--- src/rtl/filter_stream_pkg.sv ---
// Shared types and constants for the filter output UART streamer.
// frame_byte() maps a frame index 0..8 to the byte sent on the line.
package filter_stream_pkg;

  localparam logic [7:0] SYNC_BYTE   = 8'hA5;
  localparam int         FRAME_BYTES = 9;

  typedef enum logic [1:0] {IDLE, LOAD, WAIT} frame_state_t;

  typedef enum logic [1:0] {TX_IDLE, TX_START, TX_DATA, TX_STOP} tx_state_t;

  typedef struct packed {
    logic [31:0] lp;
    logic [31:0] hp;
  } sample_pair_t;

  function automatic logic [7:0] frame_byte(input sample_pair_t pair, input logic [3:0] idx);
    logic [7:0] b;
    case (idx)
      4'd0:    b = SYNC_BYTE;
      4'd1:    b = pair.lp[31:24];
      4'd2:    b = pair.lp[23:16];
      4'd3:    b = pair.lp[15:8];
      4'd4:    b = pair.lp[7:0];
      4'd5:    b = pair.hp[31:24];
      4'd6:    b = pair.hp[23:16];
      4'd7:    b = pair.hp[15:8];
      4'd8:    b = pair.hp[7:0];
      default: b = 8'h00;
    endcase
    return b;
  endfunction

endpackage

--- src/rtl/filter_output_streamer_uart_tx.sv ---
// 8N1 byte transmitter: start bit, 8 data bits LSB first, stop bit.
// state    | meaning
// TX_IDLE  | line high, waiting for start
// TX_START | driving the start bit (0)
// TX_DATA  | shifting out data bits 0..7
// TX_STOP  | driving the stop bit (1); done on its last cycle
module uart_tx_byte
  import filter_stream_pkg::*;
#(
  parameter int CLKS_PER_BIT = 434
) (
  input  logic       clk,
  input  logic       rst,
  input  logic       start,
  input  logic [7:0] data,
  output logic       tx,
  output logic       done,
  output logic       ready
);

  localparam int CW = (CLKS_PER_BIT > 2) ? $clog2(CLKS_PER_BIT) : 1;
  localparam logic [CW-1:0] LAST_CLK = CW'(CLKS_PER_BIT - 1);

  tx_state_t     state, state_nxt;
  logic [CW-1:0] clk_cnt, clk_cnt_nxt;
  logic [2:0]    bit_cnt, bit_cnt_nxt;
  logic [7:0]    shreg, shreg_nxt;
  logic          tx_nxt;
  logic          bit_end;

  assign bit_end = (clk_cnt == LAST_CLK);
  assign ready   = (state == TX_IDLE);

  always_comb begin
    state_nxt   = state;
    clk_cnt_nxt = bit_end ? '0 : clk_cnt + CW'(1);
    bit_cnt_nxt = bit_cnt;
    shreg_nxt   = shreg;
    tx_nxt      = tx;
    done        = 1'b0;
    case (state)
      TX_IDLE: begin
        clk_cnt_nxt = '0;
        if (start) begin
          shreg_nxt = data;
          tx_nxt    = 1'b0;
          state_nxt = TX_START;
        end
      end
      TX_START: begin
        if (bit_end) begin
          tx_nxt      = shreg[0];
          bit_cnt_nxt = 3'd0;
          state_nxt   = TX_DATA;
        end
      end
      TX_DATA: begin
        if (bit_end) begin
          if (bit_cnt == 3'd7) begin
            tx_nxt    = 1'b1;
            state_nxt = TX_STOP;
          end else begin
            bit_cnt_nxt = bit_cnt + 3'd1;
            shreg_nxt   = shreg >> 1;
            tx_nxt      = shreg[1];
          end
        end
      end
      TX_STOP: begin
        if (bit_end) begin
          done      = 1'b1;
          state_nxt = TX_IDLE;
        end
      end
      default: state_nxt = TX_IDLE;
    endcase
  end

  always_ff @(posedge clk) begin
    if (rst) begin
      state   <= TX_IDLE;
      clk_cnt <= '0;
      bit_cnt <= '0;
      shreg   <= '0;
      tx      <= 1'b1;
    end else begin
      state   <= state_nxt;
      clk_cnt <= clk_cnt_nxt;
      bit_cnt <= bit_cnt_nxt;
      shreg   <= shreg_nxt;
      tx      <= tx_nxt;
    end
  end

endmodule

--- src/rtl/filter_output_streamer.sv ---
// Buffers low_pass/high_pass pairs in a FIFO and sends each as a 9-byte UART frame.
// state | meaning
// IDLE  | waiting for a buffered pair; pops it into the holding register
// LOAD  | selects the byte for the current index and requests transmission
// WAIT  | waiting for the byte transmitter to finish
module filter_output_streamer
  import filter_stream_pkg::*;
#(
  parameter int CLKS_PER_BIT = 434,
  parameter int FIFO_DEPTH   = 8
) (
  input  logic        clk,
  input  logic        rst,
  input  logic        sample_valid,
  input  logic [31:0] low_pass,
  input  logic [31:0] high_pass,
  output logic        tx,
  output logic        busy,
  output logic        overflow
);

  localparam int PW = $clog2(FIFO_DEPTH);
  localparam logic [PW:0] FULL_CNT = (PW+1)'(FIFO_DEPTH);
  localparam logic [3:0]  LAST_IDX = 4'(FRAME_BYTES - 1);

  sample_pair_t  fifo_mem [FIFO_DEPTH];
  logic [PW-1:0] wr_ptr, rd_ptr;
  logic [PW:0]   count, count_nxt;
  logic          wr_en, pop;

  frame_state_t  state, state_nxt;
  logic [3:0]    idx, idx_nxt;
  logic          load;
  sample_pair_t  hold;
  logic          byte_start;
  logic [7:0]    byte_data;
  logic          byte_done, byte_ready;

  // Acceptance looks only at occupancy before the edge, so a same-cycle pop never frees room.
  assign wr_en = sample_valid && (count < FULL_CNT);

  always_comb begin
    state_nxt = state;
    idx_nxt   = idx;
    pop       = 1'b0;
    load      = 1'b0;
    case (state)
      IDLE: begin
        if ((count != '0) && byte_ready) begin
          pop       = 1'b1;
          state_nxt = LOAD;
        end
      end
      LOAD: begin
        load      = 1'b1;
        state_nxt = WAIT;
      end
      WAIT: begin
        if (byte_done) begin
          if (idx == LAST_IDX) begin
            idx_nxt   = 4'd0;
            state_nxt = IDLE;
          end else begin
            idx_nxt   = idx + 4'd1;
            state_nxt = LOAD;
          end
        end
      end
      default: state_nxt = IDLE;
    endcase
  end

  always_comb begin
    count_nxt = count;
    case ({wr_en, pop})
      2'b10:   count_nxt = count + (PW+1)'(1);
      2'b01:   count_nxt = count - (PW+1)'(1);
      default: count_nxt = count;
    endcase
  end

  always_ff @(posedge clk) begin
    if (wr_en) begin
      fifo_mem[wr_ptr] <= {low_pass, high_pass};
    end
  end

  always_ff @(posedge clk) begin
    if (rst) begin
      wr_ptr     <= '0;
      rd_ptr     <= '0;
      count      <= '0;
      state      <= IDLE;
      idx        <= '0;
      hold       <= '0;
      byte_start <= 1'b0;
      byte_data  <= '0;
      busy       <= 1'b0;
      overflow   <= 1'b0;
    end else begin
      if (wr_en) wr_ptr <= wr_ptr + PW'(1);
      if (pop) begin
        rd_ptr <= rd_ptr + PW'(1);
        hold   <= fifo_mem[rd_ptr];
      end
      count      <= count_nxt;
      state      <= state_nxt;
      idx        <= idx_nxt;
      byte_start <= load;
      if (load) byte_data <= frame_byte(hold, idx);
      busy       <= (count_nxt != '0) || (state_nxt != IDLE);
      if (sample_valid && !wr_en) overflow <= 1'b1;
    end
  end

  uart_tx_byte #(
    .CLKS_PER_BIT(CLKS_PER_BIT)
  ) u_uart_tx (
    .clk  (clk),
    .rst  (rst),
    .start(byte_start),
    .data (byte_data),
    .tx   (tx),
    .done (byte_done),
    .ready(byte_ready)
  );

endmodule

--- config.mk ---
export PLATFORM = sky130hd
export DESIGN_NAME = filter_output_streamer
export DESIGN_NICKNAME = d
export VERILOG_FILES = /design/src/rtl/filter_stream_pkg.sv /design/src/rtl/filter_output_streamer_uart_tx.sv /design/src/rtl/filter_output_streamer.sv
export SDC_FILE = /design/constraint.sdc
export NUM_CORES = 1
export LEC_CHECK = 0
export ABC_AREA = 1
export CORE_ASPECT_RATIO = 0.6
export CORE_UTILIZATION = 38
export CTS_CLUSTER_DIAMETER = 60
export CTS_CLUSTER_SIZE = 28
export DETAILED_ROUTE_END_ITERATION = 16
export GPL_ROUTABILITY_DRIVEN = 0
export GPL_TIMING_DRIVEN = 0
export MAX_ROUTING_LAYER = met4
export SETUP_SLACK_MARGIN = 0.1
export SYNTH_ARGS = -nofsm -noshare
export SYNTH_HDL_FRONTEND = slang
export SYNTH_SLANG_ARGS = --single-unit
export TNS_END_PERCENT = 50
--- constraint.sdc ---
create_clock -name clk -period 3.7 [get_ports clk]
set_input_delay 0.555 -clock clk [delete_from_list [all_inputs] [get_ports clk]]
set_output_delay 0.555 -clock clk [all_outputs]
set_load 0.02 [all_outputs]
### Word-level counts from Yosys, hierarchy flattened

Memories as Yosys holds them, arrays and structs flattened. A register that Yosys moved wholly into a read port is not among the register bits.
Cells that the tools add are included.

| storage, ports and cells | value |
|---|---|
| register bits | 50 |
| latch bits | 0 |
| RAM bits | 512 |
| bits in read-only memories | 0 |
| input bits | 67 |
| logic and storage cells | 99 |
| memories | 1 |

Memory list:

| memory | depth | width | rd ports | clocked after memory_dff | wr ports | RTL line | source |
|---|---|---|---|---|---|---|---|
| fifo_mem | 8 | 64 | 1 | 1 | 1 | filter_output_streamer.sv:26 | `sample_pair_t fifo_mem [FIFO_DEPTH];` |

| operators by class | value |
|---|---|
| add/sub/neg operators | 7 |
| multiply operators | 0 |
| div/mod/pow operators | 0 |
| order comparisons | 1 |
| eq/ne operators | 23 |
| shifts and indexed selects | 0 |
| multiplexer cells | 33 |
| bitwise logic cells | 0 |
| reductions and logical operators | 20 |

Operators with widths:

| cell | number |
|---|---|
| one-hot mux 8 bit (9 select lines) | 1 |
| 2-to-1 mux 8 bit | 3 |
| equality test 4 x 3 -> 1 bit (second input constant) | 4 |
| one-hot mux 8 bit (2 select lines) | 1 |
| 2-to-1 mux 2 bit | 7 |
| 2-to-1 mux 1 bit | 12 |
| AND reduction 4 bit | 3 |
| adder 3 x 1 -> 3 bit (second input constant) | 3 |
| adder 9 x 1 -> 9 bit (second input constant) | 1 |
| equality test 9 bit (second input constant) | 1 |
| 2-to-1 mux 3 bit | 3 |
| adder 4 x 1 -> 4 bit (second input constant) | 2 |
| equality test 2 bit (second input constant) | 4 |
| equality test 4 x 2 -> 1 bit (second input constant) | 2 |
| != test 2 x 1 -> 1 bit (second input constant) | 4 |
| one-hot mux 2 bit (4 select lines) | 1 |
| one-hot mux 4 bit (2 select lines) | 1 |
| nonzero test 4 bit | 2 |
| equality test 2 x 1 -> 1 bit (second input constant) | 3 |
| one-hot mux 2 bit (3 select lines) | 1 |
| one-hot mux 3 bit (2 select lines) | 1 |
| nonzero test 2 bit | 3 |
| AND reduction 5 bit | 1 |
| equality test 4 x 1 -> 1 bit (second input constant) | 1 |
| other kinds (15) | 19 |

### Logic depth before layout (Yosys ltp)

Gate-level depths: netlist (run 1).

| logic depth | value |
|---|---|
| word-level depth | 8 |
| mapped depth | 17 |
| mapped depth without buffers | 17 |

### Cells and area by module

From an unflattened synthesis (run 1), not the netlist that was laid out.

| unflattened totals | value |
|---|---|
| cells, all modules | 2,016 |
| area, all modules | 24,567.3 sq um |

Modules (own cells, without submodules):

| module | instances | cells each | area an instance (sq um) | seq. area each (sq um) |
|---|---|---|---|---|
| filter_output_streamer | 1 | 1,820 | 23,217.3 | 17,196.5 |
| uart_tx_byte | 1 | 196 | 1,350.0 | 460.4 |

### Worst setup path after synthesis (run 1)

No wires, ideal clock.

| path | value |
|---|---|
| kind | in2reg |
| start | in sample_valid |
| end | mem fifo_mem[0][0] (netlist name) (enable) |
| setup time | 0.486 ns |
| data arrival time | 3.530 ns |
| required time | 3.214 ns |
| slack | -0.316 ns |
| stages | 4 |
| buffers on the path | 0 |
| cells stage by stage | nand2_2 > inv_1 > nand2_1 > nor2_1 |

| between the ends | value |
|---|---|
| longest elaborated chain between the ends | 3 |

Ends and longest elaborated chain:

| item | RTL line | source |
|---|---|---|
| from (decl) | filter_output_streamer.sv:14 | `input logic sample_valid,` |
| logical AND 1 bit | filter_output_streamer.sv:40 | `assign wr_en = sample_valid && (count < FULL_CNT);` |
| 2-to-1 mux 1 bit | filter_output_streamer.sv:83 | `if (wr_en) begin` |
| 2-to-1 mux 1 bit (implied by the code) | filter_output_streamer.sv:84 | `fifo_mem[wr_ptr] <= {low_pass, high_pass};` |
| to (decl) | filter_output_streamer.sv:26 |  |

No other way between the ends.

### Worst setup path in the final report (run 1)

| path | value |
|---|---|
| start | reg u_uart_tx.state[0] |
| end | reg busy |

| between the ends | value |
|---|---|
| longest elaborated chain between the ends | 8 |
| elaborated cells on any way between the ends | 15 |
| classes of those cells | eq/ne (3); mux (7); reduce/logical (5) |

Ends and longest elaborated chain:

| item | RTL line | source |
|---|---|---|
| from (decl) | filter_output_streamer_uart_tx.sv:24 | `tx_state_t state, state_nxt;` |
| from (signal assigned) | filter_output_streamer_uart_tx.sv:87 | `state <= state_nxt;` |
| logical NOT 2 bit | filter_output_streamer_uart_tx.sv:32 | `assign ready = (state == TX_IDLE);` |
| logical AND 1 bit | filter_output_streamer.sv:49 | `if ((count != '0) && byte_ready) begin` |
| 2-to-1 mux 1 bit | filter_output_streamer.sv:49 |  |
| 2-to-1 mux 1 bit | filter_output_streamer.sv:47 | `case (state)` |
| equality test 2 x 1 -> 1 bit / equality test 2 bit (equally long branches) | filter_output_streamer.sv:75 | `case ({wr_en, pop})` |
| one-hot mux 4 bit (2 select lines) | filter_output_streamer.sv:75 |  |
| nonzero test 4 bit | filter_output_streamer.sv:111 | `busy <= (count_nxt != '0) \|\| (state_nxt != IDLE);` |
| logical OR 1 bit (*) | filter_output_streamer.sv:111 |  |
| to (signal assigned) | filter_output_streamer.sv:111 |  |
| to (decl) | filter_output_streamer.sv:18 | `output logic busy,` |

Mark *: on every way between the ends. The rest lies on a longest branch, timed or not.
A chain may end at the register's enable or synchronous reset.

==> results of run 1 <==
report_power, final:
| part | leakage [nW] | switching, W | internal (W) |
|---|---|---|---|
| logic | 3.41 | 0.00367 | 0.00174 |
| registers | 5.58 | 0.000275 | 0.00826 |
| clock network | 0.491 | 0.00230 | 0.00169 |
| total | 9.48 | 0.00624 | 0.0117 |
sequential cells by signal, indices dropped and copies added, names as in the netlist:
| signal | cells |
|---|---|
| fifo_mem | 512 |
| u_uart_tx.clk_cnt | 9 |
| overflow | 1 |
| count | 4 |
| u_uart_tx.tx | 1 |
| byte_data | 8 |
| idx | 4 |
| u_uart_tx.bit_cnt | 3 |
| u_uart_tx.state | 2 |
| busy | 1 |
| rd_ptr | 3 |
| u_uart_tx.shreg | 8 |
| wr_ptr | 3 |
| hold | 64 |
| state | 2 |
| byte_start | 1 |
cell families (layout without fill, tap and decap cells):
group           Yosys count  after routing  share of synthesized area [%]
compound gates          674            674                           14.3
xor+xnor                  4              4                          0.140
fa+ha+maj                18             18                          0.897
buf+inv                 312            453                           5.93
flops                   626            626                           70.3
mux                     128            128                           5.10
simple gates            190            190                           3.27
stage by stage:
| step | total power, W | worst slack [ns] | area (um2) | util, % |
|---|---|---|---|---|
| floorplan | 0.0120 | -0.316 | 25100 | - |
| global placement | 0.0139 | -3.78 | 26900 | 41.4 |
| detailed placement | 0.0140 | 0.610 | 27200 | 42.0 |
| CTS | 0.0180 | 0.601 | 28200 | 43.5 |
| global route | 0.0188 | 0.300 | 28200 | 43.5 |
| finish | 0.0179 | 0.584 | 28200 | 43.5 |
cell usage after synthesis, types with 6 or more instances:
cell type  instances
o21ai_1           67
mux2i_1          128
buf_2             17
o211ai_1          64
edfxtp_1         512
buf_8             12
buf_6             17
inv_1            187
nand2_1          100
inv_2              6
buf_1              7
dfxtp_1          114
nand4_1            6
o21ai_0          284
a21oi_1          237
a31oi_1            8
nor2_1            31
ha_1              18
clkbuf_1          60
nand3_1           37
per-layer routing:
layer / track usage [%] / share of wire [%] / vias to the layer above
li1: - / - / 7336
met1: 29.1 / 49 / 7813
met2: 28.1 / 43 / 488
met3: 3.12 / 7.0 / 61
met4: 2.62 / 1.4 / 0
met5: - / 0 / -
worst max-delay path, delay by kind of cell, from the launching register on:
family	cells	cell delay [ns]
AND/OR/NAND/NOR	8	0.92
AO/OA/AOI/OAI	1	0.28
flip-flops	1	0.35
adder cells (fa/ha/maj)	2	0.58
buffers and inverters	4	0.86
path summary, 6_finish.rpt:
check | start | endpoint | depth (start not counted)
worst max-delay path | u_uart_tx.state[0] | busy | 15
worst min-delay path | u_uart_tx.shreg[7] | u_uart_tx.shreg[7] | 2
worst max register to register | u_uart_tx.state[0] | busy | 15
worst min register to register | u_uart_tx.shreg[7] | u_uart_tx.shreg[7] | 2
area by class of cell:
type                            instances  area (um2)  share of cell area [%]
Clock buffer                           41         823                    2.91
Buffer                                119         763                    2.70
Clock inverter                         15         181                   0.642
Tap cell                              851        1060                    3.77
Sequential cell                       626       17700                    62.5
Timing Repair Buffer                   85        1020                    3.61
Multi-Input combinational cell       1014        6010                    21.3
Inverter                              193         724                    2.56
==> flow_summary.json, run 1 <==
{
  "status": "complete, no violations",
  "rsz0062_at_grt": "no",
  "maxCapViolCount": 0,
  "startpoint_type": "register",
  "drc": 0,
  "finalSetupViolations": 0,
  "crit_slowest_cell": "dfxtp_1",
  "critPathCaptureType": "register",
  "post_cts_buffers": 0,
  "finalSetupTns_ns": 0,
  "clock-sinks": 626,
  "clk_latency_ns": 0.62,
  "dp.cells": 2888,
  "synthDistinctLibCells": 42,
  "final_cell_mix": "512 x edfxtp_1, 284 x o21ai_0, 237 x a21oi_1, 187 x inv_1, 128 x mux2i_1",
  "fin_hold_ws_ns": 0.474,
  "synth_warnings": 0,
  "ant_nets": 0,
  "finalNetCount": 2154,
  "cts_buffers": 30,
  "crit_chain": "inv_1 > ha_1 > nand2_1 > nor2_2 > nand2_1 > inv_2 > buf_4 > buf_2 > ha_1 > o21ai_0 > nand4_1 > nand2_1 > nand2_1 > nor2_1 > nand2_1",
  "hold_path.class": "reg -> reg",
  "drive_gt1_share_pct": 6.50,
  "wl_per_cell_um": 21.8,
  "powerDensity_nw_per_um2": 635,
  "critPathMaxStageDelay_ns": 0.35,
  "synth_edf_count": 512,
  "min_period_over_period_pct": 84.2,
  "leakage_nw": 9.48,
  "layout_commonest_cell": "edfxtp_1",
  "fillers": 5870,
  "worst_slew_margin_rel_pct": 38.2,
  "cp_max_fo": 10,
  "avgSynthCellArea_um2": 12.9,
  "period_minus_slack_ns": 3.12,
  "synth.top_cell.area_share_pct": 61.3,
  "cts_tree": "done",
  "design.die.area_um2": 67100,
  "drv_slew": 0,
  "num_rows": 72,
  "drt_iter0_markers": 1759,
  "worstSetupPathType": "reg -> reg",
  "vias": 15700,
  "die_h_um": 201,
  "grt_pass1_vias": 15000,
  "synthFlopType": "edfxtp_1",
  "dieWidth_um": 334,
  "start_util_pct": 38.7,
  "syn_to_final_growth_pct": 12.5,
  "core_area_um2": 64900,
  "root_buffer": "clkbuf_16",
  "grt_usage_pct": 19.4,
  "critPathRequiredTime_ns": 4.22,
  "finalHoldViolCount": 0,
  "crit_top_cell": "nand2_1",
  "ios": 70,
  "worst-r2r-setup-slack_ns": 0.58,
  "postSynthCellCount": 1952,
  "drt-total-wl_um": 64100,
  "viasPerCell": 5.33,
  "htreeDepth": 1,
  "cts-resized-gates": 0,
  "grt_max_degree": 30,
  "fmax_mhz": 321,
  "cts_hold_buf": 0,
  "syn-cell-area_um2": 25100,
  "synthTopCellsByArea": "edfxtp_1 61%, dfxtp_1 9.1%, o21ai_0 5.7%",
  "dr.pass1.iters": 7,
  "place_hpwl_um": 43800,
  "async_flop_share_pct": 0,
  "synth_top_area_cell": "edfxtp_1",
  "grt.overflow.total": 0,
  "antenna_found_initial": 2,
  "syn_nets": 2037,
  "diodes": 0,
  "post_layout_nonfiller_instances": 2944,
  "worstPathArrival_ns": 3.64,
  "cts.clk_slew.worst_paths_ns": 0.10,
  "vdd_ir_drop_max_uv": 340,
  "port_buffers": 69,
  "clock_path_buffers": 3,
  "synth_seq_cells": 626,
  "tightest_slew_ns": 0.925,
  "yosysSeqAreaShare_pct": 70.3,
  "grt_pass1_wl_um": 94500,
  "finalClockSkew_ns": 0.0237
}
Note: power is estimated with default switching activity, not from simulation.
==> run 2: changes to the inputs <==
- clock period: 3.7 -> 2.6 ns (I/O delays scaled with it)
==> run 2 against run 1 <==
  * Via count is 0.90% higher
  * Routed wire length increased by 2.3%
  * Total power rose by 45%
  * Highest routed layer unchanged
  * Critical path depth unchanged
  * Clock power grew 52%
  * Sequential cell count stayed put
  * Critical endpoint unchanged
==> flow_summary.json, run 2 (synthesis gave the netlist of run 1 again) <==
{
  "status": "complete, no violations",
  "startpoint_type": "register",
  "hold_path.class": "in -> reg",
  "worstPathArrival_ns": 2.93,
  "cts_buffers": 31,
  "start_util_pct": 38.7,
  "fillers": 5876,
  "syn_to_final_growth_pct": 13.6,
  "crit_chain": "inv_2 > ha_2 > nand2_1 > nor2_4 > nand2_2 > inv_4 > buf_12 > ha_2 > xnor2_1 > inv_1 > nand4_1 > nand2_1 > nand2_1 > nor2_1 > nand2_1",
  "ant_nets": 0,
  "cp_max_fo": 19,
  "placed_area_um2": 27300,
  "critPathRequiredTime_ns": 3.13,
  "final_cell_mix": "512 x edfxtp_1, 283 x o21ai_0, 237 x a21oi_1, 185 x inv_1, 128 x mux2i_1",
  "grt_pass1_vias": 15300,
  "vdd_ir_drop_max_uv": 501,
  "ios": 70,
  "finalClockSkew_ns": 0.0222,
  "worstSetupPathType": "reg -> reg",
  "root_buffer": "clkbuf_16",
  "htreeDepth": 1,
  "min_period_over_period_pct": 92.3,
  "grt.overflow.total": 0,
  "cts_tree": "done",
  "die_h_um": 201,
  "dp.cells": 2890,
  "crit_top_cell": "nand2_1",
  "rsz0062_at_grt": "yes",
  "crit_slowest_cell": "dfxtp_1",
  "num_rows": 72,
  "finalSetupTns_ns": 0,
  "finalInstanceArea_um2": 28500,
  "drv_slew": 0,
  "finalHoldViolCount": 0,
  "post_layout_nonfiller_instances": 2955,
  "critPathMaxStageDelay_ns": 0.37,
  "wl_per_cell_um": 22.2,
  "worst_slew_margin_rel_pct": 31.8,
  "vias": 15800,
  "tightest_slew_ns": 1.02,
  "finalNetCount": 2163,
  "finalSetupViolations": 0,
  "drive_gt1_share_pct": 7.56,
  "drc": 0,
  "layout_commonest_cell": "edfxtp_1",
  "drt_iter0_markers": 1718,
  "antenna_found_initial": 1,
  "max_flop_register": "fifo_mem",
  "design.die.area_um2": 67100,
  "grt_max_degree": 30,
  "powerDensity_nw_per_um2": 913,
  "critPathCaptureType": "register",
  "largest_reg_flops": 512,
  "clk_latency_ns": 0.63,
  "fin_hold_ws_ns": 0.436,
  "viasPerCell": 5.36,
  "dr.pass1.iters": 7,
  "core_area_um2": 64900,
  "grt_usage_pct": 19.8,
  "clock-sinks": 626,
  "drt-total-wl_um": 65600,
  "port_buffers": 69,
  "cts.clk_slew.worst_paths_ns": 0.10,
  "utilization_pct": 44.0,
  "fmax_mhz": 417,
  "place_hpwl_um": 44200,
  "maxCapViolCount": 0,
  "top_regs": "fifo_mem: 512 flops, hold: 64 flops, u_uart_tx.clk_cnt: 9 flops",
  "leakage_nw": 9.61,
  "dieWidth_um": 334,
  "cp.buffers_inverters": 4,
  "clock_path_buffers": 3,
  "period_minus_slack_ns": 2.40,
  "grt_pass1_wl_um": 96600,
  "path_delay_family": "simple AND/OR/NAND/NOR gates"
}
run 2: cell type report:
cell class | instances | area [um2] | area share [%]
Clock buffer | 42 | 933 | 3.27
Timing Repair Buffer | 92 | 1130 | 3.96
Clock inverter | 15 | 179 | 0.627
Multi-Input combinational cell | 1016 | 6050 | 21.2
Tap cell | 851 | 1060 | 3.73
Inverter | 193 | 727 | 2.55
Buffer | 118 | 773 | 2.71
Sequential cell | 626 | 17700 | 61.9
Antenna cell | 2 | 5.00 | 0.0176
run 2: path summary, 6_finish.rpt:
| kind | end | cells after the start | slack [ns] | from |
|---|---|---|---|---|
| setup reg to reg | busy | 15 | 0.20 | u_uart_tx.state[1] |
| hold / removal | overflow | 3 | 0.44 | sample_valid |
| setup / recovery | busy | 15 | 0.20 | u_uart_tx.state[1] |
| hold reg to reg | u_uart_tx.shreg[7] | 2 | 0.48 | u_uart_tx.shreg[7] |
run 2: power by group:
group | internal, W | switching, W | leakage, nW | total, W
logic | 0.00257 | 0.00526 | 3.47 | 0.00782
clock network | 0.00272 | 0.00334 | 0.552 | 0.00606
registers | 0.0118 | 0.000404 | 5.58 | 0.0122
run 2: repair_timing:
item / in CTS / in global routing
cloned: 1 / 1
setup buffers: 0 / 5
hold buffers: 0 / 0
resized for setup: 7 / 11
pin swaps: 1 / 4
setup endpoints to repair: 30 / 143
run 2: layer usage:
metal / wire length, um / vias up / share of wire, % / track usage [%]
li1: - / 7369 / - / -
met4: 807 / 0 / 1.2 / 2.77
met1: 31400 / 7896 / 48 / 29.4
met3: 4980 / 52 / 7.6 / 3.46
met2: 28400 / 522 / 43 / 29.0
met5: 0 / - / 0 / -
run 2: through the flow:
stage | power (W) | setup slack, ns
floorplan | 0.0171 | -0.240
global placement | 0.0197 | -2.67
detailed placement | 0.0200 | -0.425
CTS | 0.0260 | 0.0873
global route | 0.0273 | 0.0429
finish | 0.0260 | 0.200
run 2: worst reg2reg max path, stage by stage (launching register included):
cell     delay (ns)
dfxtp_1        0.37
inv_2          0.10
ha_2           0.21
nand2_1        0.10
nor2_4         0.14
nand2_2        0.14
inv_4          0.14
buf_12         0.17
ha_2           0.34
xnor2_1        0.14
inv_1          0.10
nand4_1        0.10
nand2_1        0.07
nand2_1        0.07
nor2_1         0.08
nand2_1        0.05
